<file path="src/rtl/mem_arbiter_pkg.sv">
`default_nettype none
// ============================================================================
// Package     : cpu_pkg
// Description : Shared defaults, owner encoding and helper for mem_arbiter.
// Revision    : 1.0 - initial release
// ============================================================================
package cpu_pkg;

  localparam int CPU_ADDR_W     = 32;
  localparam int CPU_DATA_W     = 32;
  localparam int CPU_STARVE_MAX = 3;

  // Which port owns the access currently in flight in the memory pipeline.
  typedef enum logic [1:0] {
    OWN_NONE = 2'd0,
    OWN_IF   = 2'd1,
    OWN_D    = 2'd2
  } owner_e;

  // Bits needed to count 0..max_val; never less than one bit.
  function automatic int cnt_width(input int max_val);
    return (max_val < 1) ? 1 : $clog2(max_val + 1);
  endfunction

endpackage
`default_nettype wire

</file>
<file path="src/rtl/mem_arbiter_if.sv">
`default_nettype none
// ============================================================================
// Interface   : mem_arbiter_if
// Description : Fetch port, data port and memory port bundle for mem_arbiter.
//               slave  = arbiter view, master = requester/memory view.
// Revision    : 1.0 - initial release
// ============================================================================
interface mem_arbiter_if #(
  parameter int ADDR_W = cpu_pkg::CPU_ADDR_W,
  parameter int DATA_W = cpu_pkg::CPU_DATA_W
);

  logic              if_req;
  logic [ADDR_W-1:0] if_addr;
  logic              if_gnt;
  logic              if_rvalid;
  logic [DATA_W-1:0] if_rdata;

  logic              d_req;
  logic              d_we;
  logic [ADDR_W-1:0] d_addr;
  logic [DATA_W-1:0] d_wdata;
  logic              d_gnt;
  logic              d_rvalid;
  logic [DATA_W-1:0] d_rdata;

  logic              mem_en;
  logic              mem_we;
  logic [ADDR_W-1:0] mem_addr;
  logic [DATA_W-1:0] mem_wdata;
  logic [DATA_W-1:0] mem_rdata;

  modport slave (
    input  if_req, if_addr, d_req, d_we, d_addr, d_wdata, mem_rdata,
    output if_gnt, if_rvalid, if_rdata, d_gnt, d_rvalid, d_rdata,
           mem_en, mem_we, mem_addr, mem_wdata
  );

  modport master (
    output if_req, if_addr, d_req, d_we, d_addr, d_wdata, mem_rdata,
    input  if_gnt, if_rvalid, if_rdata, d_gnt, d_rvalid, d_rdata,
           mem_en, mem_we, mem_addr, mem_wdata
  );

endinterface
`default_nettype wire

</file>
<file path="src/rtl/mem_arbiter.sv">
`default_nettype none
// ============================================================================
// Module      : mem_arbiter
// Description : Two-port (fetch/data) arbiter onto a single-port, 1-cycle
//               latency pipelined memory. Data has priority; fetch wins once
//               it has been denied STARVE_MAX consecutive cycles.
// Revision    : 1.0 - initial release
// ============================================================================
module mem_arbiter
  import cpu_pkg::*;
#(
  parameter int ADDR_W     = CPU_ADDR_W,
  parameter int DATA_W     = CPU_DATA_W,
  parameter int STARVE_MAX = CPU_STARVE_MAX
) (
  input  logic          clk,
  input  logic          rst,
  mem_arbiter_if.slave  bus
);

  localparam int                    c_starve_w   = cnt_width(STARVE_MAX);
  localparam logic [c_starve_w-1:0] c_starve_max = c_starve_w'(STARVE_MAX);
  localparam logic [c_starve_w-1:0] c_starve_one = c_starve_w'(1);

  logic                  w_fetch_wins;
  logic                  w_if_gnt;
  logic                  w_d_gnt;
  logic                  w_if_rvalid;
  logic                  w_d_rvalid;
  logic [ADDR_W-1:0]     w_mem_addr;
  logic [DATA_W-1:0]     w_mem_wdata;

  logic [c_starve_w-1:0] starve_q, starve_d;
  owner_e                owner_q, owner_d;
  logic                  pending_q, pending_d;

  // Same-cycle arbitration; grants are forced low while reset is held.
  always_comb begin
    w_fetch_wins = bus.if_req & (~bus.d_req | (starve_q == c_starve_max));
    w_if_gnt     = ~rst & w_fetch_wins;
    w_d_gnt      = ~rst & bus.d_req & ~w_fetch_wins;
    w_mem_addr   = w_if_gnt ? bus.if_addr : (w_d_gnt ? bus.d_addr : '0);
    w_mem_wdata  = w_d_gnt ? bus.d_wdata : '0;
  end

  // Next-state: starvation count and owner of the access issued this cycle.
  always_comb begin
    starve_d = '0;
    if (bus.if_req && !w_if_gnt) begin
      starve_d = (starve_q == c_starve_max) ? starve_q : starve_q + c_starve_one;
    end
    owner_d = OWN_NONE;
    if (w_if_gnt) begin
      owner_d = OWN_IF;
    end else if (w_d_gnt) begin
      owner_d = OWN_D;
    end
    pending_d = w_if_gnt | w_d_gnt;
  end

  // State registers; reset drops any in-flight response immediately.
  always_ff @(posedge clk or posedge rst) begin
    if (rst) begin
      starve_q  <= '0;
      owner_q   <= OWN_NONE;
      pending_q <= 1'b0;
    end else begin
      starve_q  <= starve_d;
      owner_q   <= owner_d;
      pending_q <= pending_d;
    end
  end

  // Response routing: read data is steered to the owner, zero otherwise.
  always_comb begin
    w_if_rvalid = pending_q & (owner_q == OWN_IF);
    w_d_rvalid  = pending_q & (owner_q == OWN_D);
  end

  assign bus.if_gnt    = w_if_gnt;
  assign bus.d_gnt     = w_d_gnt;
  assign bus.mem_en    = w_if_gnt | w_d_gnt;
  assign bus.mem_we    = w_d_gnt & bus.d_we;
  assign bus.mem_addr  = w_mem_addr;
  assign bus.mem_wdata = w_mem_wdata;
  assign bus.if_rvalid = w_if_rvalid;
  assign bus.d_rvalid  = w_d_rvalid;
  assign bus.if_rdata  = w_if_rvalid ? bus.mem_rdata : '0;
  assign bus.d_rdata   = w_d_rvalid ? bus.mem_rdata : '0;

endmodule
`default_nettype wire

</file>
<file path="src/flat_wrapper.sv">
// flat-port wrapper written by rule: the top's interface ports become plain ports
module mem_arbiter_flat import cpu_pkg::*;
#(
  parameter int ADDR_W     = CPU_ADDR_W,
  parameter int DATA_W     = CPU_DATA_W,
  parameter int STARVE_MAX = CPU_STARVE_MAX
)
  (clk, rst, bus_if_req, bus_if_addr, bus_d_req, bus_d_we, bus_d_addr, bus_d_wdata, bus_mem_rdata, bus_if_gnt, bus_if_rvalid, bus_if_rdata, bus_d_gnt, bus_d_rvalid, bus_d_rdata, bus_mem_en, bus_mem_we, bus_mem_addr, bus_mem_wdata);
  mem_arbiter_if #(.ADDR_W(ADDR_W), .DATA_W(DATA_W)) bus_i ();
  input  logic clk;
  input  logic rst;
  input wire logic [$bits(bus_i.if_req)-1:0] bus_if_req;
  input wire logic [$bits(bus_i.if_addr)-1:0] bus_if_addr;
  input wire logic [$bits(bus_i.d_req)-1:0] bus_d_req;
  input wire logic [$bits(bus_i.d_we)-1:0] bus_d_we;
  input wire logic [$bits(bus_i.d_addr)-1:0] bus_d_addr;
  input wire logic [$bits(bus_i.d_wdata)-1:0] bus_d_wdata;
  input wire logic [$bits(bus_i.mem_rdata)-1:0] bus_mem_rdata;
  output wire logic [$bits(bus_i.if_gnt)-1:0] bus_if_gnt;
  output wire logic [$bits(bus_i.if_rvalid)-1:0] bus_if_rvalid;
  output wire logic [$bits(bus_i.if_rdata)-1:0] bus_if_rdata;
  output wire logic [$bits(bus_i.d_gnt)-1:0] bus_d_gnt;
  output wire logic [$bits(bus_i.d_rvalid)-1:0] bus_d_rvalid;
  output wire logic [$bits(bus_i.d_rdata)-1:0] bus_d_rdata;
  output wire logic [$bits(bus_i.mem_en)-1:0] bus_mem_en;
  output wire logic [$bits(bus_i.mem_we)-1:0] bus_mem_we;
  output wire logic [$bits(bus_i.mem_addr)-1:0] bus_mem_addr;
  output wire logic [$bits(bus_i.mem_wdata)-1:0] bus_mem_wdata;
  assign bus_i.if_req = bus_if_req;
  assign bus_i.if_addr = bus_if_addr;
  assign bus_i.d_req = bus_d_req;
  assign bus_i.d_we = bus_d_we;
  assign bus_i.d_addr = bus_d_addr;
  assign bus_i.d_wdata = bus_d_wdata;
  assign bus_i.mem_rdata = bus_mem_rdata;
  assign bus_if_gnt = bus_i.if_gnt;
  assign bus_if_rvalid = bus_i.if_rvalid;
  assign bus_if_rdata = bus_i.if_rdata;
  assign bus_d_gnt = bus_i.d_gnt;
  assign bus_d_rvalid = bus_i.d_rvalid;
  assign bus_d_rdata = bus_i.d_rdata;
  assign bus_mem_en = bus_i.mem_en;
  assign bus_mem_we = bus_i.mem_we;
  assign bus_mem_addr = bus_i.mem_addr;
  assign bus_mem_wdata = bus_i.mem_wdata;
  mem_arbiter #(.ADDR_W(ADDR_W), .DATA_W(DATA_W), .STARVE_MAX(STARVE_MAX)) u_core (.clk(clk), .rst(rst), .bus(bus_i));
endmodule
</file>
<file path="config.mk">
export PLATFORM = sky130hd
export DESIGN_NAME = mem_arbiter_flat
export DESIGN_NICKNAME = d
export VERILOG_FILES = /design/src/rtl/mem_arbiter_pkg.sv /design/src/rtl/mem_arbiter_if.sv /design/src/rtl/mem_arbiter.sv /design/src/flat_wrapper.sv
export SDC_FILE = /design/constraint.sdc
export NUM_CORES = 1
export LEC_CHECK = 0
export BUFFER_PORTS_ARGS = -buffer_cell sky130_fd_sc_hd__buf_2
export CELL_PAD_IN_SITES_DETAIL_PLACEMENT = 0
export CELL_PAD_IN_SITES_GLOBAL_PLACEMENT = 1
export CORE_ASPECT_RATIO = 1.1
export CORE_MARGIN = 4
export CORE_UTILIZATION = 13
export CTS_CLUSTER_SIZE = 14
export DETAILED_ROUTE_END_ITERATION = 6
export PLACE_DENSITY = 0.85
export RECOVER_POWER = 100
export SLEW_MARGIN = 20
export SYNTH_ARGS = -nofsm -noshare
export SYNTH_HDL_FRONTEND = slang
export SYNTH_SLANG_ARGS = --single-unit
</file>
<file path="constraint.sdc">
create_clock -name clk -period 1.6 [get_ports clk]
set_clock_uncertainty 0.05 [all_clocks]
set_input_delay 0.32 -clock clk [delete_from_list [all_inputs] [get_ports clk]]
set_output_delay 0.32 -clock clk [all_outputs]
set_load 0.02 [all_outputs]
</file>
After elaboration in Yosys (flattened, before gate mapping). Index checks and enable logic that the tools add are counted.

Bits in registers: 5. Bits in latches: 0. Bits in writable memories: 0. Bits in read-only memories: 0. Output and inout port bits: 134. Word-level logic and storage cells: 31. Memories: 0.

$add $sub $neg: 1. Multiply operators: 0. Div/mod/pow operators: 0. Magnitude comparators: 0. Equality and inequality tests: 4. Shift operators: 0. Muxes and demuxes: 9. Bitwise operators: 12. Reductions and logical operators: 2.

Operators by type and width (count): 2-to-1 mux 32 bit (5); 2-to-1 mux 2 bit (4); bitwise AND 1 bit (7); == test 2 bit, second input constant (2); NOT 1 bit (3); adder 2 x 1 -> 2 bit, second input constant (1); == test 2 x 1 -> 1 bit, second input constant (1); inequality test 2 bit, second input constant (1); bitwise OR 1 bit (2); logical AND 1 bit (1); logical NOT 1 bit (1).

Longest topological paths before layout. Gate-level depths: netlist of the first run.

Depth after elaboration: 7. Gate-level depth with buffers: 6. Depth with buffers taken out: 4.

Worst setup path after synthesis of the first run. No wires, ideal clock.

Path type: reg-to-output. Start: register u_core.starve_q[0]. End: output port bus_mem_addr[10]. Arrival time: 1.407 ns. Data required time: 1.230 ns. Setup slack: -0.177 ns. Stages on the path, launching flop included: 6. Path through: dfrtp_1 > ha_1 > a21boi_2 > buf_2 > a32oi_1 > nor2_1.

Cells in the longest elaborated chain, start to end: 7. Elaborated cells between the ends (all ways): 8. Classes of those cells: eq/ne: 1; mux: 2; bitwise: 5.

Ends and longest elaborated chain: start, declared (RTL line mem_arbiter.sv:33) `logic [c_starve_w-1:0] starve_q, starve_d;`; start signal, assigned (RTL line mem_arbiter.sv:68) `starve_q <= starve_d;`; == test 2 bit (*) (RTL line mem_arbiter.sv:39) `w_fetch_wins = bus.if_req & (~bus.d_req | (starve_q == c_starve_max));`; bitwise OR 1 bit (*) (RTL line mem_arbiter.sv:39); bitwise AND 1 bit (*) (RTL line mem_arbiter.sv:39); NOT 1 bit (RTL line mem_arbiter.sv:41) `w_d_gnt = ~rst & bus.d_req & ~w_fetch_wins;`; bitwise AND 1 bit (RTL line mem_arbiter.sv:41); 2-to-1 mux 32 bit (RTL line mem_arbiter.sv:42) `w_mem_addr = w_if_gnt ? bus.if_addr : (w_d_gnt ? bus.d_addr : '0);`; 2-to-1 mux 32 bit (*) (RTL line mem_arbiter.sv:42); end, declared (RTL line flat_wrapper.sv:27) `output wire logic [$bits(bus_i.mem_addr)-1:0] bus_mem_addr;`.

Mark *: on every way between the ends. The rest lies on a longest branch, timed or not.

Final worst setup path of the first run.
Start: register u_core.starve_q[1]. End: output port bus_mem_wdata[0].

Cells in the longest elaborated chain, start to end: 6.

Ends and longest elaborated chain: == test 2 bit (RTL line mem_arbiter.sv:39); bitwise OR 1 bit (RTL line mem_arbiter.sv:39); bitwise AND 1 bit (RTL line mem_arbiter.sv:39); NOT 1 bit (RTL line mem_arbiter.sv:41); bitwise AND 1 bit (RTL line mem_arbiter.sv:41); 2-to-1 mux 32 bit (RTL line mem_arbiter.sv:43) `w_mem_wdata = w_d_gnt ? bus.d_wdata : '0;`; end, declared (RTL line flat_wrapper.sv:28) `output wire logic [$bits(bus_i.mem_wdata)-1:0] bus_mem_wdata;`.

Every way passes these cells.

==> key figures, run 1 <==
Outcome
  – Run status: complete, but fails checks
  – Failing checks: setup timing

Yosys
  – Net Count, Synth: between 300 and 400
  – Most common library cells after synthesis: 101 x nor2_1, 33 x nand2_1, 32 x a32oi_1
  – Top cells by area, synth: nor2_1 26%, a32oi_1 19%, and2_4 17%
  – Unique masters post-synth: 20
  – Most frequent cell after synthesis: nor2_1
  – Cell taking the most area after synthesis: nor2_1
  – Synth Instances: ~250
  – Ys flop type: dfrtp_1
  – EDFF count, synth: 0
  – Synth Register Bits: 5
  – Post-Syn Area per Cell: just under 6 sq um
  – Seq/Total Area, Yosys: around 8.5%
  – Number of synthesis warnings: 0
  – Post-Syn Area: 1470 sq um
  – Top cell type's share of synthesized area: approximately 26%
  – Async SR Flop Fraction: 100%

GRT
  – Total gr overflow: 0
  – Gr usage total: between 10% and 20%
  – Largest net degree at the start of global routing: 34
  – Vias in the first global route: roughly 2700
  – First-pass GRT wire length: 13000 um
  – Initial antenna violation count: 0

Power and ir drop
  – Power Density: 357 nW/um^2
  – Pwr Total: between 1.5 and 2 mW
  – VDD IR-drop max: ~0.00027 V
  – Leakage: 2.24 nW

Critical path
  – CP cell instances: ha_4, nand2_2, and3_4, buf_16, and2_1, buf_6
  – Critical Path RT: 1230 ps
  – Crit-path max cell delay: ~400 ps
  – Critical path peak fanout: 17
  – CP endpoint kind: output port
  – Delay-heaviest family, CP: simple AND/OR/NAND/NOR gates
  – CP startpoint kind: flop
  – Setup Crit Path Kind: flop to output port
  – Slowest CP cell: dfrtp_1
  – Crit path buf inv count: 2
  – Data arrival, critical path: approximately 1600 ps

Run
  – Max cap viols: 0

Clocking
  – CTS clock-pin slew for the worst setup and hold paths: around 30 ps
  – CTS tree: built
  – Clk sinks: 5
  – H-tree depth: 1
  – Post-CTS Hold Buffers: 0
  – Inserted Clock Buffers: 3
  – Deepest clock path buffer count: 2
  – CTS Root Cell: clkbuf_16
  – Clock latency on the worst-skew pair: around 230 ps

Placed design
  – Port bufs: between 200 and 300
  – Gpl congestion: around 0.8
  – Dpl hpwl: approximately 6600 um
  – Post-DP Area: approximately 3100 sq um

Detailed routing
  – Vias: roughly 2900
  – Total Wirelength: approximately 11000 um
  – DR vias/cell: ~4.3
  – Pre-antenna DRT Iters: 4
  – Initial DRC count: roughly 170
  – Avg WL per Cell: between 15 and 20 um
  – Remaining antenna violation count: 0
  – DRC viols: 0

Cells and area
  – Layout cell share with drive strength beyond 1: roughly nine tenths
  – Storage element area: between 100 and 150 sq um
  – Layout Cell Area excl Fill: slightly above 5000 sq um
  – Footprint of the multi-input gates: slightly below 2000 sq um
  – Layout Area Growth over Synthesis: 246%
  – Net count, final: 663
  – Filler Cell Count: between 1000 and 1500

Floorplanning
  – Die width: roughly 110 um
  – Num rows: 40
  – Core area: about 11000 sq um
  – Die ar.: 13000 sq um
  – Die Y: 119 um
  – I/O pin total: around 270
  – Starting Density: 13.4%

Timing
  – F_max: roughly 500 MHz
  – Final Hold Fails: 0
  – Worst slew pin tran: between 300 and 400 ps
  – Final slew viol count: 0
  – Relative slew slack: between 70% and 80%
  – Tcrit/Tclk final: 123%
  – Crit path time final: approximately 2000 ps
  – Final setup margin: -376 ps
  – RSZ-0062 raised after global routing: true
  – # setup viols final: between 100 and 150

Min path
  – Worst min-delay path class: input port to asynchronous set/reset pin
[through the flow]
stage | TNS, ps | hold slack [ps] | setup WS, ps | util [%] | cells
detailed placement | -10300 | 252 | -200 | 28.1 | 648
finish | -24470 | 96.1 | -376 | 46.3 | 676
CTS | -23160 | 20.5 | -367 | 32.9 | 657
global placement | -9440 | 244 | -197 | 28.1 | 648
floorplan | -827 | 188 | -35.8 | - | 251
global route | -30630 | 184 | -440 | 46.3 | 675
[sequential cells by signal (all words and copies together) (netlist names)]
register / count
u_core.pending_q: 1
u_core.owner_q: 2
u_core.starve_q: 2
[logic make-up (layout without fill, tap and decap cells)]
logic type / Yosys count / after routing / share of synthesized area [%]
buffers and inverters: 33 / 308 / 12.0
DFF: 5 / 5 / 8.54
other: 0 / 1 / 0
adders and majority gates: 1 / 1 / 0.854
AOI/OAI and AO/OA: 35 / 35 / 20.9
and+or+nand+nor: 177 / 179 / 57.6
[tightest hold or removal path: cells and delay by family]
kind     cells  cell delay [ps]
buf+inv      3              450
[path summary, 6_finish.rpt]
path | from | endpoint | slack [ps] | cells past startpoint
worst max-delay path | u_core.starve_q[1] | bus_mem_wdata[0] | -380 | 6
worst min-delay path | rst | u_core.owner_q[1] | 100 | 3
worst max register to register | u_core.starve_q[1] | u_core.starve_q[1] | 230 | 4
worst min register to register | u_core.starve_q[1] | u_core.starve_q[1] | 640 | 3
max in group asynchronous | rst | u_core.pending_q | 1130 | 3
min in group clk | rst | u_core.pending_q | 400 | 3
[cell type report]
class / count / area share [%]
antenna: 1 / 0.0493
clock buffer: 4 / 1.55
inverter: 2 / 0.148
multi-input combinational: 215 / 38.7
sequential: 5 / 2.49
tap: 147 / 3.63
timing repair buffer: 302 / 53.4
[power breakdown]
group	internal, mW	switching (mW)	total (mW)
Combinational	0.612	0.643	1.26
Clock	0.330	0.0812	0.411
Sequential	0.136	0.00918	0.145
Total	1.08	0.734	1.81
[per-layer routing]
layer	GRT usage, %	share of wire [%]	up-vias
met4	2.81	1.7	0
met1	13.9	35	1353
met3	2.17	9.9	16
li1	-	-	1406
met2	22.6	54	165
met5	0	0	-
[layout by cell type (no fill, tap or decap), types with 2 or more instances in the layout]
cell type	count
buf_2	138
buf_6	119
nor2_4	59
nor2_2	37
and2_4	32
nand2_2	21
buf_4	19
a32oi_1	17
a32oi_2	14
clkbuf_16	13
nand2_1	12
buf_12	9
nor2_1	5
nand2b_4	5
dfrtp_1	4
clkbuf_1	3
buf_8	3
nand3_1	2
inv_1	2
and3_4	2
and2_1	2
buf_16	2
[what timing repair did]
action,CTS,global route
resized for setup,113,321
cloned,4,13
endpoints found under the setup margin,92,132
pin swaps,2,69
buffers inserted,1,5
Note: power is estimated with default switching activity, not from simulation.
==> run 2, diff against run 1 <==
--- a/config.mk
+++ b/config.mk
@@ -17,2 +17,3 @@
 export RECOVER_POWER = 100
+export SKIP_CTS_REPAIR_TIMING = 1
 export SLEW_MARGIN = 20
==> constraint.sdc (replaced) <==
create_clock -name clk -period 1.6 [get_ports clk]
set_clock_uncertainty 0.05 [all_clocks]
set_input_delay 0.48 -clock clk [delete_from_list [all_inputs] [get_ports clk]]
set_output_delay 0.48 -clock clk [all_outputs]
set_load 0.02 [all_outputs]
==> key figures, run 2 (synthesized netlist as in run 1, its figures left out) <==
Outcome
  – Run status: complete, but fails checks
  – Failing checks: setup timing

Critical path
  – Crit path buf inv count: 2 (unchanged)
  – Setup Crit Path Kind: flop to output port
  – CP cell instances: ha_4, nand2b_4, buf_12, a32oi_1, nor2_2, buf_2
  – Crit-path max cell delay: 400 ps (about the same)
  – Slowest CP cell: dfrtp_1
  – R2R cell count: 5 (+1)
  – CP Depth: 6 (unchanged)
  – Critical Path RT: 1070 ps (-160 ps)
  – Data arrival, critical path: 1640 ps (+30 ps)
  – CP endpoint kind: output port
  – CP startpoint kind: flop
  – Delay-heaviest family, CP: flip-flops
  – Critical path peak fanout: 20 (+3)

Clocking
  – CTS tree: built
  – Clk sinks: 5 (unchanged)
  – Inserted Clock Buffers: 3 (unchanged)
  – CTS Root Cell: clkbuf_16
  – CTS clock-pin slew for the worst setup and hold paths: 30 ps (about the same)
  – Deepest clock path buffer count: 2 (unchanged)
  – H-tree depth: 1 (unchanged)
  – Clock latency on the worst-skew pair: 230 ps (about the same)

GRT
  – First-pass GRT wire length: 12100 um (-6.9%)
  – Initial antenna violation count: 0 (unchanged)
  – Total gr overflow: 0 (unchanged)
  – Vias in the first global route: 2587 (-4.0%)
  – Gr usage total: 11.1% (-0.96 points)
  – Largest net degree at the start of global routing: 35 (+2.9%)

Detailed routing
  – WL met1: 4090 um (+3.9%)
  – Remaining antenna violation count: 0 (unchanged)
  – Vias: 2961 (+0.71%)
  – Max Used Layer: met4
  – Initial DRC count: 133 (-21%)
  – Pre-antenna DRT Iters: 4 (unchanged)
  – DR WL met2: 5550 um (-9.5%)
  – Met3 Routed Length: 1230 um (+8.9%)
  – DR vias/cell: 4.43 (+1.8%)
  – Total Wirelength: 11000 um (-3.4%)
  – Avg WL per Cell: 16.4 um (-2.4%)
  – DRC viols: 0 (unchanged)

Timing
  – Final Hold Fails: 0 (unchanged)
  – F_max: 461 MHz (-9.0%)
  – Relative slew slack: 74.6% (-2.3 points)
  – Final slew viol count: 0 (unchanged)
  – Worst slew pin tran: 381 ps (+34.9 ps)
  – Final setup margin: -570 ps (-195 ps)
  – Crit path time final: 2170 ps (+195 ps)
  – RSZ-0062 raised after global routing: true
  – Tcrit/Tclk final: 136% (+12 points)
  – # setup viols final: 134 (+16%)

Cells and area
  – Layout Area Growth over Synthesis: 223%
  – Commonest non-fill, non-tap cell in the layout: buf_2
  – Filler Cell Count: 1002 (-1.6%)
  – Layout Cell Area excl Fill: 4740 sq um (-6.6%)
  – Biggest regs: u_core.owner_q x2, u_core.starve_q x2, u_core.pending_q x1
  – # diodes: 0 (-1)
  – Net count, final: 657 (-0.90%)
  – Post-layout util: 43.2% (-3.1 points)
  – Commonest non-fill, non-tap cells in the layout: 169 x buf_2, 73 x buf_6, 66 x nor2_4
  – Layout cell share with drive strength beyond 1: 92.1% (+1.8 points)

Power and ir drop
  – P_int: 996 uW (-7.6%)
  – Logic pwr share: 67.7% (-1.6 points)
  – Sw Ratio: 42.4% (+1.9 points)
  – VDD IR-drop max: 0.000377 V (+38%)
  – Clock share of power: 23.8% (+1.1 points)
  – NetSw: 734 uW (about the same)
  – Leakage: 2.14 nW (-4.7%)
  – Reg power frac: 8.5% (+0.5 points)
  – Power Density: 365 nW/um^2 (+2.3%)

Run
  – Max cap viols: 0 (unchanged)

Floorplanning
  – Die Y: 119 um (unchanged)
  – Num rows: 40 (unchanged)
  – Core area: 11000 sq um (unchanged)
  – Die width: 109 um (unchanged)
  – Die ar.: 13000 sq um (unchanged)
  – Starting Density: 13.4% (unchanged)
  – I/O pin total: 267 (unchanged)

Placed design
  – Port bufs: 266 (unchanged)
  – Post-DP Area: 3490 sq um (+13%)
  – Gpl congestion: 0.828 (+2.0%)
  – Dpl hpwl: 7360 um (+11%)

Min path
  – Worst min-delay path class: input port to asynchronous set/reset pin
run 2: layer usage:
layer | track usage, % | up-vias
li1 | - | 1383
met1 | 12.0 | 1383
met2 | 21.1 | 185
met3 | 3.63 | 10
met4 | 1.56 | 0
met5 | 0 | -
run 2: power by group through the flow:
| stage | clock network, mW | logic, mW | registers (mW) |
|---|---|---|---|
| detailed placement | 0 | 0.897 | 0.145 |
| CTS | 0.418 | 0.900 | 0.144 |
| finish | 0.411 | 1.17 | 0.147 |
| floorplan | 0 | 0.554 | 0.143 |
| global placement | 0 | 0.882 | 0.145 |
| global route | 0.431 | 1.24 | 0.148 |
run 2: final timing paths:
path,from,end,slack (ps)
max reg2reg,u_core.starve_q[1],u_core.owner_q[0],210
max,u_core.starve_q[1],bus_mem_addr[19],-570
min reg2reg,u_core.starve_q[1],u_core.starve_q[1],650
min in group clk,bus_d_req,u_core.owner_q[1],580
max in group asynchronous,rst,u_core.pending_q,870
min,rst,u_core.starve_q[1],340
run 2: metrics by stage:
stage	instances	hold slack, ps	total power, mW	worst slack (ps)	setup TNS, ps
floorplan	251	304	0.697	-200	-11250
global placement	653	428	1.03	-382	-22250
detailed placement	653	436	1.04	-410	-24250
CTS	657	198	1.46	-618	-52870
global route	669	386	1.82	-613	-53470
finish	669	337	1.73	-570	-47010
run 2: layout make-up:
class / count / area [sq um] / share of cell area, %
multi-input combinational: 215 / 2040 / 43.0
clock buffer: 4 / 78.8 / 1.66
inverter: 2 / 15.0 / 0.317
sequential: 5 / 126 / 2.67
tap: 147 / 184 / 3.88
timing repair buffer: 296 / 2290 / 48.4
run 2: worst min-delay path, stage by stage:
cell,delay (ps)
clkbuf_1,140
inv_8,80
clkbuf_1,310
